<file path="config.mk">
export PLATFORM = sky130hd
export DESIGN_NAME = param_stack
export DESIGN_NICKNAME = d
export VERILOG_FILES = /design/src/rtl/param_stack_pkg.sv /design/src/rtl/param_stack_mem.sv /design/src/rtl/param_stack.sv
export SDC_FILE = /design/constraint.sdc
export NUM_CORES = 1
export LEC_CHECK = 0
export CAP_MARGIN = 30
export CORE_UTILIZATION = 40
export CTS_BUF_LIST = sky130_fd_sc_hd__clkbuf_8
export CTS_CLUSTER_SIZE = 28
export DETAILED_ROUTE_END_ITERATION = 12
export PLACE_DENSITY = 0.67
export SLEW_MARGIN = 20
export SYNTH_ARGS = -nofsm -noshare
export SYNTH_HDL_FRONTEND = slang
export SYNTH_SLANG_ARGS = --single-unit
</file>
<file path="constraint.sdc">
create_clock -name clk -period 5.12 [get_ports clk]
set_clock_uncertainty 0.05 [all_clocks]
set_input_delay 0.512 -clock clk [delete_from_list [all_inputs] [get_ports clk]]
set_output_delay 0.512 -clock clk [all_outputs]
set_load 0.05 [all_outputs]
</file>
<file path="src/rtl/param_stack_pkg.sv">
// Shared types and defaults for the parameterised LIFO/FIFO stack.
// Optional FIFO behaviour is enabled with PARAM_STACK_FIFO_MODE_EN.
package param_stack_pkg;

    typedef enum logic [1:0] {
        NONE    = 2'd0,
        PUSH    = 2'd1,
        POP     = 2'd2,
        REPLACE = 2'd3
    } op_e;

    typedef enum logic {
        LIFO = 1'b0,
        FIFO = 1'b1
    } mode_e;

    localparam int DEF_WIDTH = 8;
    localparam int DEF_DEPTH = 16;

endpackage

</file>
<file path="src/rtl/param_stack_mem.sv">
// Register array: one synchronous write port, one combinational read port.
// Contents are deliberately not reset.
module param_stack_mem #(
    parameter int WIDTH = 8,
    parameter int DEPTH = 16,
    parameter int AW    = $clog2(DEPTH)
) (
    input  logic             clk,
    input  logic             we,
    input  logic [AW-1:0]    waddr,
    input  logic [WIDTH-1:0] wdata,
    input  logic [AW-1:0]    raddr,
    output logic [WIDTH-1:0] rdata
);

    logic [WIDTH-1:0] mem [DEPTH];

    // Single write port
    always_ff @(posedge clk) begin
        if (we) mem[waddr] <= wdata;
    end

    assign rdata = mem[raddr];

endmodule

</file>
<file path="src/rtl/param_stack.sv">
// Parameterised stack with sticky overflow/underflow flags.
// Define PARAM_STACK_FIFO_MODE_EN to add mode_i and FIFO operation.
module param_stack
    import param_stack_pkg::*;
#(
    parameter int WIDTH = DEF_WIDTH,
    parameter int DEPTH = DEF_DEPTH
) (
    input  logic                       clk,
    input  logic                       rst,
    input  logic                       push_i,
    input  logic                       pop_i,
    input  logic [WIDTH-1:0]           data_i,
`ifdef PARAM_STACK_FIFO_MODE_EN
    input  logic                       mode_i,
`endif
    input  logic                       clr_err_i,
    output logic [WIDTH-1:0]           top_o,
    output logic [$clog2(DEPTH+1)-1:0] count_o,
    output logic                       empty_o,
    output logic                       full_o,
    output logic                       ovf_o,
    output logic                       udf_o
);

    localparam int AW = $clog2(DEPTH);
    localparam int CW = $clog2(DEPTH + 1);
    localparam logic [AW-1:0] ONE   = AW'(1);
    localparam logic [CW-1:0] CONE  = CW'(1);
    localparam logic [CW-1:0] CFULL = CW'(DEPTH);

    logic [AW-1:0]    wp;
    logic [CW-1:0]    count;
    logic             ovf, udf;
    logic             empty, full;
    logic             is_fifo;
    logic             ovf_set, udf_set;
    logic             we;
    logic [AW-1:0]    waddr, raddr;
    logic [WIDTH-1:0] rdata;
    op_e              op;

`ifdef PARAM_STACK_FIFO_MODE_EN
    logic [AW-1:0] rp;
    mode_e         mode_q;
    assign is_fifo = (mode_q == FIFO);
    assign raddr   = is_fifo ? rp : wp - ONE;
`else
    assign is_fifo = 1'b0;
    assign raddr   = wp - ONE;
`endif

    assign empty = (count == '0);
    assign full  = (count == CFULL);

    // Classify this cycle's request; push+pop on empty degrades to push
    always_comb begin
        op = NONE;
        if (push_i && pop_i && !empty) op = REPLACE;
        else if (push_i && !full)      op = PUSH;
        else if (pop_i && !push_i && !empty) op = POP;
    end

    assign ovf_set = push_i && !pop_i && full;
    assign udf_set = pop_i && !push_i && empty;

    assign we    = (op == PUSH) || (op == REPLACE);
    assign waddr = (op == REPLACE && !is_fifo) ? wp - ONE : wp;

    param_stack_mem #(
        .WIDTH (WIDTH),
        .DEPTH (DEPTH),
        .AW    (AW)
    ) u_mem (
        .clk   (clk),
        .we    (we),
        .waddr (waddr),
        .wdata (data_i),
        .raddr (raddr),
        .rdata (rdata)
    );

    // Pointers, occupancy, sticky flags and latched mode
    always_ff @(posedge clk or posedge rst) begin
        if (rst) begin
            wp    <= '0;
            count <= '0;
            ovf   <= 1'b0;
            udf   <= 1'b0;
`ifdef PARAM_STACK_FIFO_MODE_EN
            rp     <= '0;
            mode_q <= LIFO;
`endif
        end else begin
            ovf <= ovf_set | (ovf & ~clr_err_i);
            udf <= udf_set | (udf & ~clr_err_i);
            unique case (op)
                PUSH: begin
                    wp    <= wp + ONE;
                    count <= count + CONE;
                end
                POP: begin
`ifdef PARAM_STACK_FIFO_MODE_EN
                    if (is_fifo) rp <= rp + ONE;
                    else         wp <= wp - ONE;
`else
                    wp <= wp - ONE;
`endif
                    count <= count - CONE;
                end
                REPLACE: begin
`ifdef PARAM_STACK_FIFO_MODE_EN
                    if (is_fifo) begin
                        wp <= wp + ONE;
                        rp <= rp + ONE;
                    end
`endif
                end
                default: ;
            endcase
`ifdef PARAM_STACK_FIFO_MODE_EN
            if (empty && !push_i) mode_q <= mode_e'(mode_i);
`endif
        end
    end

    assign top_o   = empty ? '0 : rdata;
    assign count_o = count;
    assign empty_o = empty;
    assign full_o  = full;
    assign ovf_o   = ovf;
    assign udf_o   = udf;

endmodule

</file>
# [After elaboration in Yosys (flattened, before gate mapping)]
# Memories as Yosys holds them, arrays and structs flattened.
# Cells that the tools add are included.
[totals] ram_bits=128 latch_bits=0 out_inout_bits=17 mem_bits_ro=0 ff_bits=11 wordCells=42 memories=1 in_bits=13
[memory_table] memory="u_mem.mem" words=16 width=8 rd=1 rd_ports_with_merged_regs=0 wr=1 line_no="param_stack_mem.sv:16" text="logic [WIDTH-1:0] mem [DEPTH];"
[op_classes] reduce_logical=15 n_eq_ne=4 muxes=9 n_mul=0 add_sub_neg=4 bitwise_logic=5 div=0 n_shift=0 order_cmp=0
[ops] op="5-bit case mux with 2 select lines" count=1
[ops] op="1-bit logical AND" count=8
[ops] op="8-bit 2-to-1 mux" count=1
[ops] op="4-bit case mux with 2 select lines" count=1
[ops] op="2-bit 2-to-1 mux" count=3
[ops] op="5-bit by 1-bit adder with 5-bit output (second input constant)" count=1
[ops] op="5-bit equality test (second input constant)" count=1
[ops] op="5-bit logical NOT" count=1
[ops] op="5-bit by 1-bit subtractor with 5-bit output (second input constant)" count=1
[ops] op="4-bit by 1-bit adder with 4-bit output (second input constant)" count=1
[ops] op="2-bit equality test (second input constant)" count=2
[ops] op="1-bit logical NOT" count=4
[ops] op="4-bit 2-to-1 mux" count=1
[ops] op="4-bit by 1-bit subtractor with 4-bit output (second input constant)" count=1
[ops] op="1-bit AND" count=2
[ops] op="2-bit by 1-bit equality test with 1-bit output (second input constant)" count=1
[ops] op="1-bit 2-to-1 mux" count=2
[ops] op="1-bit bitwise OR" count=2
[ops] op="2-bit nonzero test" count=1
[ops] op="1-bit logical OR" count=1
[ops] op="1-bit NOT" count=1

# [Logic depth before layout (Yosys ltp)]
# Gate-level depths: netlist (run 1).
[logic_depth] word_depth=10 mapped_depth=12

# [By module]
# Synthesis (run 1) repeated with hierarchy kept, for this count alone.
[hier_totals] hier_cells=315 hier_area_um2=5848.1
[modules_own_cells] mod="param_stack_mem" area_per_inst_um2=4987.3 cells_each=221 seq_area_each_um2=3843.7 instances=1
[modules_own_cells] mod="param_stack" area_per_inst_um2=860.8 cells_each=94 seq_area_each_um2=275.3 instances=1

# [Worst setup path before layout (run 1)]
# No wires, ideal clock.
[synth_timing] kind="reg-to-output" start="register wp[0]" end="output top_o[5]" path_buffers=3 arrival_time_ps=2935 stages_incl_launch_ff=9 setup_slack_ps=1623 path_cell_list="dfrtp_1 buf_1 inv_1 ha_1 clkbuf_1 clkbuf_1 mux4_2 mux2i_1 o22ai_1"
[synth_via] elab_chain_cells=3
[synth_rtl] element="start: declaration" line_no="param_stack.sv:32" text="logic [AW-1:0] wp;"
[synth_rtl] element="start signal: assignment" line_no="param_stack.sv:99" text="wp <= wp + ONE;"
[synth_rtl] element="start signal: assignment" line_no="param_stack.sv:107" text="wp <= wp - ONE;"
[synth_rtl] element="4-bit by 1-bit subtractor with 4-bit output" line_no="param_stack.sv:50" text="assign raddr = wp - ONE;"
[synth_rtl] element="memory read 16 x 8 bit"
[synth_rtl] element="8-bit 2-to-1 mux" line_no="param_stack.sv:127" text="assign top_o = empty ? '0 : rdata;"
[synth_rtl] element="end: declaration" line_no="param_stack.sv:18" text="output logic [WIDTH-1:0] top_o,"
# Every way passes these cells.

# [Final worst setup path (run 1)]
[layout_timing] start="register wp[1]" end="output top_o[2]"
# Same word-level chain as after synthesis.

==> results.toml, run 1 <==
[final_layout]
nNetsFinal = 391
stdcell_count = 566
n_antenna_cell = 0
post-route-util = 0.484
area_delta_synth_final_pct = 16.3
drive_gt1_frac = 0.241

[yosys]
yosys.area.top_type = "edfxtp_1"
synth_ff_type = "edfxtp_1"
yosysMostFrequentCell = "edfxtp_1"
synth_area_leaders = "edfxtp_1 (66%), mux4_2 (12%), dfrtp_1 (4.7%)"
syn_area_per_cell_um2 = 18.3
synth_edf_count = 128
ys_warn_count = 0
syn_inst = 321
synth_top_area_share = 0.656
yosys_register_bits = 139
yosys-top-cells-count = "edfxtp_1 (128), mux4_2 (32), mux2i_1 (19)"
synth_seq_area_share = 0.703
synth.cell_area_um2 = 5860
synth-async-reset-ratio = 0.0791
syn_nets = 339
synthDistinctLibCells = 44

[routing]
first_pass_iters = 4
routed_wl_mm = 11.4
top_layer = "met4"
met3_length_um = 546
num_vias = 3131
viasPerCell = 5.53
ant_nets = 0
met2_wirelength_mm = 5.75
wl_per_cell_um = 20.1
drc = 0
wl_met1_mm = 4.99
drt_iter0_drc = 260

[grt]
grt_pass1_vias = 3210
grt_pass1_wl_mm = 17.7
overflow = 0
antenna_found_initial = 0
grt_usage = 0.165
grt_max_degree = 42

[sta]
setup_tns_ns = 0
max_freq_mhz = 240
maxSlewViolCount = 0
fin_crit_ns = 4.17
fin_ws_ns = 0.949
setup_viol = 0
rsz0062_at_grt = "false"
tightestPinTransition_ns = 0.750
hold_violations = 0
fin_crit_sh = 0.815
slew_headroom = 0.500

[die]
dieWidth_um = 123
coreArea_um2 = 14100
ios = 30
initial_core_util = 0.416
rows = 43
dieArea_um2 = 15100
die_y_um = 123

[power_and_ir_drop]
p_leak_nw = 2.23
ir_drop_mv = 0.288
p_per_area_nw_per_um2 = 660
power.total_mw = 4.50

[place]
dp_cells = 534
dp_hpwl_mm = 7.36
place_ws_ns = 1.43
gp_congestion = 0.794
io_buffers = 29

[setup_path]
critPathSlowestCell = "ha_1"
crit_buf_inv = 3
crit_path_max_fanout = 17
path_delay_family = "buffers and inverters"
cpPeakStageDelay_ns = 0.78
worst_setup_path_start_kind = "register"
critical_path_class = "register to primary output"
crit_path_end_kind = "primary output"
worstPathCellList = "inv_1 -> ha_1 -> buf_4 -> mux4_2 -> mux2i_1 -> o22ai_1 -> clkdlybuf4s50_1"
reg2reg_from = "count_o[0]"
startpoint = "wp[1]"
arrival_ns = 3.61
required_ns = 4.56

[clocking]
clk_latency_ns = 0.43
ctsHoldBuffers = 0
cts_buffer_depth = 2
post_cts_buffers = 0
cts_tree = "built"
cts.sinks = 139
numCtsBuffers = 17
htreeDepth = 4
root_buffer = "clkbuf_8"
ctsResizeCount = 0
clkTransAtPathRegs_ns = 0.08

[worst_hold_path]
hold_path_class = "input port to async pin"

[run_status]
outcome = "finished, final reports clean"

[flow_run]
maxCapViolCount = 0
## where the power goes
group,switching [mW],internal (mW),total (mW)
Clock,0.417,0.382,0.799
Sequential,0.102,1.40,1.50
Combinational,1.34,0.868,2.20
Total,1.86,2.65,4.50
## metrics by stage
step	area (um^2)	hold slack [ns]
final	6820	0.341
after global routing	6820	0.366
after CTS	6820	0.346
after detailed placement	6460	0.481
after global placement	6460	0.476
after floorplan	5860	0.314
## cell usage in the layout (no fill, tap or decap), types with 4 or more instances in the layout
master and count:
nor2_1 8, mux4_2 32, clkbuf_8 17, o22ai_1 10, a21oi_1 6, edfxtp_1 128
clkdlybuf4s50_1 29, o21ai_0 4, buf_4 19, dfrtp_1 10, ha_1 5, clkinvlp_4 4
xnor2_1 7, nand2_1 7, nor3_1 8, inv_1 13, mux2i_1 19, a211oi_1 9
nand3_1 5
## final timing paths
check	end	slack (ns)	cells after the start
worst max-delay path	top_o[2]	0.95	7
worst min-delay path	count_o[4]	0.34	2
worst max register to register	count_o[4]	1.86	10
worst min register to register	udf_o	0.50	2
max in group asynchronous	wp[0]	4.33	2
min in group clk	udf_o	0.50	2
## kinds of logic after synthesis
kind of cell             after synthesis  share of synthesized area
flip-flops                           139                      0.703
AO/OA/AOI/OAI                         43                     0.0499
AND/OR/NAND/NOR                       42                     0.0433
adder cells (fa/ha/maj)                5                     0.0107
buffers and inverters                 29                     0.0194
multiplexers                          53                      0.159
XOR/XNOR                              10                     0.0149
## cell type report
class / instances / area (um^2)
fillers: 1179 / 7280
flip-flops and latches: 139 / 4120
multi-input cells: 153 / 1630
repair buffers: 48 / 433
clock buffers: 17 / 234
well taps: 180 / 225
clock inverters: 15 / 125
inverters: 14 / 52.6
## sequential cells by signal (all words and copies together), names as in the netlist
register / count
count_o: 5
udf_o: 1
u_mem.mem: 128
wp: 4
ovf_o: 1
## routing by layer
metal	vias up	global-route usage
met3	9	0.0378
met4	0	0.0542
met5	-	0
li1	1417	-
met2	83	0.275
met1	1622	0.214
No activity file was read; power rests on OpenSTA's default activity.
==> run 2: changes to the inputs <==
--- a/config.mk
+++ b/config.mk
@@ -10,7 +10,7 @@
 export CTS_BUF_LIST = sky130_fd_sc_hd__clkbuf_8
 export CTS_CLUSTER_SIZE = 28
 export DETAILED_ROUTE_END_ITERATION = 12
-export PLACE_DENSITY = 0.67
+export PLACE_DENSITY = 0.69
 export SLEW_MARGIN = 20
 export SYNTH_ARGS = -nofsm -noshare
 export SYNTH_HDL_FRONTEND = slang
==> constraint.sdc (replaced) <==
create_clock -name clk -period 3.7 [get_ports clk]
set_clock_uncertainty 0.05 [all_clocks]
set_input_delay 0.37 -clock clk [delete_from_list [all_inputs] [get_ports clk]]
set_output_delay 0.37 -clock clk [all_outputs]
set_load 0.05 [all_outputs]
==> results.toml, run 2 (synthesis gave the netlist of run 1 again) <==
[setup_path]
arrival_ns = 3.00
worst_setup_path_start_kind = "register"
reg2reg_from = "count_o[0]"
crit_path_end_kind = "primary output"
r2r_end = "count_o[2]"
r2r_cells = 10
reg2reg_slack_ns = 0.65
critical_path_class = "register to primary output"
required_ns = 3.28
crit_path_max_fanout = 32

[final_layout]
post-route-util = 0.490
top_register = "u_mem.mem"
n_antenna_cell = 0
final_cell_mix = "edfxtp_1 (128), mux4_2 (32), clkdlybuf4s50_1 (21), mux2i_1 (19), buf_4 (18)"
finalInstanceArea_um2 = 6910
area_delta_synth_final_pct = 17.9
drive_gt1_frac = 0.262
stdcell_count = 566
largest_register_ff_count = 128
nNetsFinal = 391
final_common_cell = "edfxtp_1"

[clocking]
ctsResizeCount = 0
root_buffer = "clkbuf_8"
htreeDepth = 4
cts_tree = "built"
cts.sinks = 139
post_cts_buffers = 0
cts_buffer_depth = 2
numCtsBuffers = 17
clk_latency_ns = 0.43
clkTransAtPathRegs_ns = 0.08
ctsHoldBuffers = 0

[routing]
drt_iter0_drc = 334
first_pass_iters = 4
ant_nets = 0
drc = 0
wl_per_cell_um = 20.3
viasPerCell = 5.51
num_vias = 3118
routed_wl_mm = 11.5

[power_and_ir_drop]
ir_drop_mv = 0.614
power.total_mw = 6.66
p_per_area_nw_per_um2 = 963
p_leak_nw = 2.28

[place]
placed_cell_area_um2 = 6550
dp_cells = 534
dp_hpwl_mm = 7.19
io_buffers = 29
place_ws_ns = 0.671
gp_congestion = 0.732

[grt]
grt_max_degree = 33
grt_pass1_wl_mm = 17.3
grt_pass1_vias = 3069
overflow = 0
antenna_found_initial = 0
grt_usage = 0.164

[sta]
setup_viol = 0
fin_crit_sh = 0.924
fin_ws_ns = 0.282
max_freq_mhz = 293
maxSlewViolCount = 0
slew_headroom = 0.601
setup_tns_ns = 0
hold_violations = 0
holdWs_ns = 0.184
fin_crit_ns = 3.42
tightestPinTransition_ns = 0.597
rsz0062_at_grt = "false"

[die]
ios = 30
coreArea_um2 = 14100
die_y_um = 123
dieWidth_um = 123
initial_core_util = 0.416
dieArea_um2 = 15100
rows = 43

[flow_run]
maxCapViolCount = 0

[worst_hold_path]
hold_path_class = "input port to async pin"

[run_status]
outcome = "finished, final reports clean"
==> run 2: cell count changes in the layout (fill, tap and decap cells not counted) <==
| cell | delta |
|---|---|
| buf_4 | -1 |
| buf_12 | +9 |
| clkdlybuf4s50_1 | -8 |
| clkinv_4 | +1 |
| inv_6 | -1 |
==> run 2: how the worst max path moves through the flow <==
stage / cells after the start / to / start / slack, ns
after global routing: 7 / top_o[2] / wp[0] / 0.11
after detailed placement: 10 / count_o[4] / count_o[0] / 0.67
final: 7 / top_o[2] / wp[0] / 0.28
after floorplan: 8 / top_o[5] / wp[0] / 0.35
after CTS: 7 / top_o[2] / wp[0] / 0.24
after global placement: 10 / count_o[4] / count_o[0] / 0.71
==> run 2: critical path, cell delays in order (launching register included) <==
cell and delay [ns]:
dfrtp_2 0.64, inv_1 0.17, ha_1 0.47, buf_12 0.27, mux4_2 0.32, mux2i_1 0.31
o22ai_1 0.19, buf_12 0.18
==> run 2: area by class of cell <==
class	instances	area [um^2]
clock buffer	17	234
clock inverter	15	125
fill	1156	7180
inverter	14	52.6
multi-input combinational	153	1630
sequential	139	4120
tap	180	225
timing repair buffer	48	526
==> run 2: power by group <==
part	leakage, nW	internal (mW)	switching [mW]
sequential	1.29	1.93	0.178
clock	0.175	0.527	0.581
combinational	0.818	1.53	1.91
==> run 2: layer usage <==
layer | share of wire | track usage | vias to the layer above
li1 | - | - | 1415
met1 | 0.44 | 0.211 | 1594
met2 | 0.51 | 0.274 | 95
met3 | 0.046 | 0.0364 | 14
met4 | 0.012 | 0.0572 | 0
met5 | 0 | 0 | -
